## src/rtl/pulse_peak_detector_pkg.sv

```systemverilog
// Shared definitions for the pulse peak detector: filter sample width,
// default timestamp width and the detector state encoding.
package pulse_peak_detector_pkg;

   localparam int SIZE_FILTER_DATA = 16;
   localparam int TS_W_DEFAULT     = 32;

   typedef enum logic [1:0] {
      ST_IDLE,
      ST_RISE,
      ST_HOLDOFF
   } state_t;

   function automatic logic [7:0] sat_inc8(input logic [7:0] v);
      return (v == 8'hFF) ? v : v + 8'd1;
   endfunction

endpackage

```

## src/rtl/pulse_peak_detector.sv

```systemverilog
// Detects above-threshold pulses on the signed filter stream and emits one
// {amplitude, timestamp, pile-up} event per pulse through a one-entry slot.
module pulse_peak_detector
   import pulse_peak_detector_pkg::*;
#(
   parameter int TS_W      = TS_W_DEFAULT,
   parameter int MAX_WIDTH = 64,
   parameter int HOLDOFF   = 16
)(
   input  logic                        clk,
   input  logic                        reset,
   input  logic [SIZE_FILTER_DATA-1:0] filter_data,
   input  logic [SIZE_FILTER_DATA-1:0] threshold,
   output logic [SIZE_FILTER_DATA-1:0] peak_amp,
   output logic [TS_W-1:0]             peak_time,
   output logic                        peak_pileup,
   output logic                        peak_valid,
   input  logic                        peak_ready,
   output logic [7:0]                  lost_count,
   output logic                        busy
);

   localparam int WIDTH_W = $clog2(MAX_WIDTH + 1);
   localparam int HOLD_W  = (HOLDOFF > 1) ? $clog2(HOLDOFF) : 1;

   logic signed [SIZE_FILTER_DATA-1:0] x_q;
   logic signed [SIZE_FILTER_DATA-1:0] thr_s;
   logic signed [SIZE_FILTER_DATA-1:0] max_q;
   logic signed [SIZE_FILTER_DATA-1:0] max_d;
   logic [TS_W-1:0]                    ts_q;
   logic [TS_W-1:0]                    tmax_q;
   logic [TS_W-1:0]                    tmax_d;
   logic                               above_prev_q;
   state_t                             state_q;
   logic [WIDTH_W-1:0]                 width_q;
   logic [HOLD_W-1:0]                  hold_q;
   logic [SIZE_FILTER_DATA-1:0]        amp_q;
   logic [TS_W-1:0]                    time_q;
   logic                               pile_q;
   logic                               valid_q;
   logic [7:0]                         lost_q;

   logic above_thr;
   logic rise;
   logic close_fall;
   logic close_pile;
   logic close_evt;
   logic slot_free;

   assign thr_s     = threshold;
   assign above_thr = (x_q > thr_s);
   assign rise      = above_thr && !above_prev_q;

   // Strict greater-than keeps the first occurrence of a flat-top maximum.
   assign max_d  = (x_q > max_q) ? x_q  : max_q;
   assign tmax_d = (x_q > max_q) ? ts_q : tmax_q;

   assign close_fall = (state_q == ST_RISE) && !above_thr;
   assign close_pile = (state_q == ST_RISE) && above_thr &&
                       (width_q == WIDTH_W'(MAX_WIDTH));
   assign close_evt  = close_fall || close_pile;
   assign slot_free  = !valid_q || peak_ready;

   always_ff @(posedge clk or negedge reset) begin
      if (!reset) begin
         x_q          <= '0;
         ts_q         <= '0;
         above_prev_q <= 1'b1;
         state_q      <= ST_IDLE;
         max_q        <= '0;
         tmax_q       <= '0;
         width_q      <= '0;
         hold_q       <= '0;
         amp_q        <= '0;
         time_q       <= '0;
         pile_q       <= 1'b0;
         valid_q      <= 1'b0;
         lost_q       <= 8'd0;
      end else begin
         x_q          <= filter_data;
         ts_q         <= ts_q + 1'b1;
         above_prev_q <= above_thr;

         case (state_q)
            ST_IDLE: begin
               if (rise) begin
                  state_q <= ST_RISE;
                  max_q   <= x_q;
                  tmax_q  <= ts_q;
                  width_q <= WIDTH_W'(1);
               end
            end
            ST_RISE: begin
               max_q  <= max_d;
               tmax_q <= tmax_d;
               if (close_evt) begin
                  state_q <= ST_HOLDOFF;
                  hold_q  <= HOLD_W'(HOLDOFF - 1);
               end else begin
                  width_q <= width_q + 1'b1;
               end
            end
            ST_HOLDOFF: begin
               if (hold_q == '0) state_q <= ST_IDLE;
               else              hold_q  <= hold_q - 1'b1;
            end
            default: state_q <= ST_IDLE;
         endcase

         // A close landing on an accepted slot overwrites it in place.
         if (close_evt) begin
            if (slot_free) begin
               amp_q   <= max_d;
               time_q  <= tmax_d;
               pile_q  <= close_pile;
               valid_q <= 1'b1;
            end else begin
               lost_q  <= sat_inc8(lost_q);
            end
         end else if (valid_q && peak_ready) begin
            valid_q <= 1'b0;
         end
      end
   end

   assign peak_amp    = amp_q;
   assign peak_time   = time_q;
   assign peak_pileup = pile_q;
   assign peak_valid  = valid_q;
   assign lost_count  = lost_q;
   assign busy        = (state_q != ST_IDLE);

endmodule

```

## config.mk

```make
export PLATFORM = sky130hd
export DESIGN_NAME = pulse_peak_detector
export DESIGN_NICKNAME = d
export VERILOG_FILES = /design/src/rtl/pulse_peak_detector_pkg.sv /design/src/rtl/pulse_peak_detector.sv
export SDC_FILE = /design/constraint.sdc
export NUM_CORES = 1
export LEC_CHECK = 0
export ABC_AREA = 0
export CAP_MARGIN = 20
export CORE_UTILIZATION = 52
export CTS_BUF_LIST = sky130_fd_sc_hd__clkbuf_2 sky130_fd_sc_hd__clkbuf_4 sky130_fd_sc_hd__clkbuf_8
export DETAILED_ROUTE_END_ITERATION = 6
export PLACE_DENSITY = 0.83
export SLEW_MARGIN = 20
export SYNTH_ARGS = -nofsm -noshare
export SYNTH_HDL_FRONTEND = slang
export SYNTH_SLANG_ARGS = --single-unit
```

## constraint.sdc

```tcl
create_clock -name clk -period 2.65 [get_ports clk]
set_input_delay 0.6625 -clock clk [delete_from_list [all_inputs] [get_ports clk]]
set_output_delay 0.6625 -clock clk [all_outputs]
set_load 0.01 [all_outputs]
```

==> results.ini <==
[clock_tree]
cts_buffer_depth = 2
h-tree-depth = 4
cts_tree = yes
clkSinkCount = 168
cts_made_buffers = 17
cts_hold_buf = 0
clk_latency_ns = 0.47
clk_pin_slew_worst_paths_ns = 0.09
cts_root_buf = clkbuf_8

[logic_synthesis]
synth-seq-cells = 168
yosys_most_used_dff = dfrtp_1
synth_area_mm2 = 0.00790
synth_cells = 692
ys_types = 51
synthArstFlopShare = 1.00
post_synth.cell_area_avg_um2 = 11.4
synth_edf_count = 0
synth.net_count = 764
yosysTopAreaCellShare = 0.529
synth.most_common_cell = dfrtp_1
ys_seq_area_frac = 0.532
synth_warnings = 0
synth_area_leaders = dfrtp_1 53%, mux2i_1 7.1%, ha_1 5.9%
synth_common_cells = 167 x dfrtp_1, 64 x a21oi_1, 61 x nor2_1
synth_top_area_cell = dfrtp_1

[routing]
drt_first_pass_iters = 7
routed_wirelength_um = 23000
route.detailed.drc = 8
viasPerCell = 5.87
first_iter_violations = 528
antenna_left = 0
vias = 6272
wire_per_inst_um = 21.5

[global_route]
grt_max_degree = 59
grt_pass1_wl_um = 32300
grt_pass1_vias = 6370
track_usage = 0.264
antenna_found_initial = 0
overflow = 0

[sta]
setup_viol = 99
hold_viol = 0
drv_slew = 0
skew_ns = 0.0135
finalSetupTns_ns = -15.17
fin_ws_ns = -0.253
rsz0062_at_grt = true
fin_crit_sh = 1.10
slew_headroom = 0.557
worst_pin_slew_ns = 0.663
max_freq_ghz = 0.345
layout_min_cycle_time_ns = 2.90

[place]
dp.cells = 993
pre_cts_ws_ns = -0.919
place_area_mm2 = 0.00944
port_buffers = 93
hpwlAfterDp_um = 12300
place_congestion = 0.895

[cells_and_area]
antenna_cells = 0
fillCellCount = 852
drive_gt1_frac = 0.265
area_delta_synth_final_pct = 38.4
final_area_mm2 = 0.0109
layout.cells.non_filler = 1068
fin_nets = 943

[floorplanning]
die_area_mm2 = 0.0157
start_util = 0.538
die_h_um = 125
row_count = 44
ioPinCount = 94
core_mm2 = 0.0147
die_w_um = 125

[hold_path]
min_path_type = in2async

[power]
p_switching_uw = 3990
p_seq_frac = 0.337
power.internal_uw = 7000
switching_share = 0.363
p_leak_uw = 0.00513
pwr-share-clk = 0.165
power_density_mw_per_mm2 = 1000
ir_drop_mv = 0.620
p_comb_frac = 0.499

[worst_setup_path]
endpoint_kind = flop
critical_path_arrival_ns = 3.26
worstSetupStartpointType = flop
crit_required_ns = 3.01
critPathMaxFanout = 9
path_class = reg2reg
r2r_slack_ns = -0.25

[status]
status = finished, violations left
failed_checks = design-rule violations, negative setup slack

[run]
cap_violations = 0

[layout by cell type, fill, tap and decap left out, types with 10 or more instances in the layout]
master,n
ha_4,20
nand3_1,25
and3_1,11
mux2_1,19
dlygate4sd2_1,15
xnor2_1,30
nand4_1,15
a21oi_1,58
nand2_1,24
ha_1,16
clkdlybuf4s50_1,76
dfrtp_1,154
clkbuf_8,19
dfrtp_2,13
inv_1,36
buf_4,61
buf_6,10
mux2_4,25
mux2i_1,52
nor2_1,61
[critical path: stages (launching register included)]
cell	delay (ns)
dfrtp_2	0.48
ha_4	0.27
a21o_1	0.20
a31oi_1	0.17
o31ai_1	0.11
a211oi_2	0.34
mux2i_4	0.42
a21boi_4	0.14
buf_4	0.18
buf_16	0.15
mux2_1	0.32
[timing repair]
item                                    in CTS  in global routing
gates cloned                                 4                  8
buffers inserted                            14                 19
endpoints found under the setup margin     119                113
gates resized for setup                     55                 84
pin swaps                                    8                 20
[final cells by class]
cell class	count	area (um2)	area share
multi-input combinational	454	3930	0.359
clock inverter	11	113	0.0103
timing repair buffer	185	1990	0.182
sequential	168	4220	0.386
clock buffer	21	277	0.0253
tap	184	230	0.0210
inverter	45	181	0.0166
[cells by family (layout without fill, tap and decap cells)]
logic type	Yosys count	count (layout)	synth area share
simple gates	178	178	0.116
flops	168	168	0.532
mux	104	104	0.141
compound gates	97	97	0.0711
buf+inv	70	262	0.0396
xor+xnor	38	38	0.0421
fa+ha+maj	37	37	0.0586
[per-stage QoR]
| stage | power [uW] | utilization | hold slack (ns) |
|---|---|---|---|
| final | 11000 | 0.744 | 0.106 |
| after global routing | 11500 | 0.744 | 0.119 |
| after CTS | 9900 | 0.695 | 0.108 |
| after detailed placement | 7720 | 0.642 | 0.480 |
| after global placement | 7530 | 0.642 | 0.473 |
| after floorplan | 5980 | - | 0.367 |
[registers in the layout, indices dropped and copies added (netlist names)]
register and count:
above_prev_q 1, hold_q 4, lost_count 8, max_q 16, peak_amp 16, peak_pileup 1, peak_time 32, peak_valid 1
state_q 2, tmax_q 32, ts_q 32, width_q 7, x_q 16
[power by group through the flow]
stage          sequential [uW]  clock [uW]  combinational [uW]
2_1_floorplan             3750           0                2220
3_3_place_gp              3650           0                3880
3_5_place_dp              3680           0                4040
4_1_cts                   3650        1820                4440
5_1_grt                   3770        1940                5800
6_report                  3700        1810                5480
[path summary, 6_finish.rpt]
check	start	end	depth (start not counted)
max	x_q[13]	tmax_q[23]	10
min	reset	width_q[6]	1
max reg2reg	x_q[13]	tmax_q[23]	10
min reg2reg	tmax_q[6]	tmax_q[6]	1
max in group asynchronous	reset	above_prev_q	2
min in group clk	tmax_q[6]	tmax_q[6]	1
[routing by layer]
layer  global-route usage  wire length [um]
met1                0.319              8940
met2                0.467             11800
met3               0.0578              1300
met4               0.0940               894
met5                    0                 0
No activity file was read; power rests on OpenSTA's default activity.
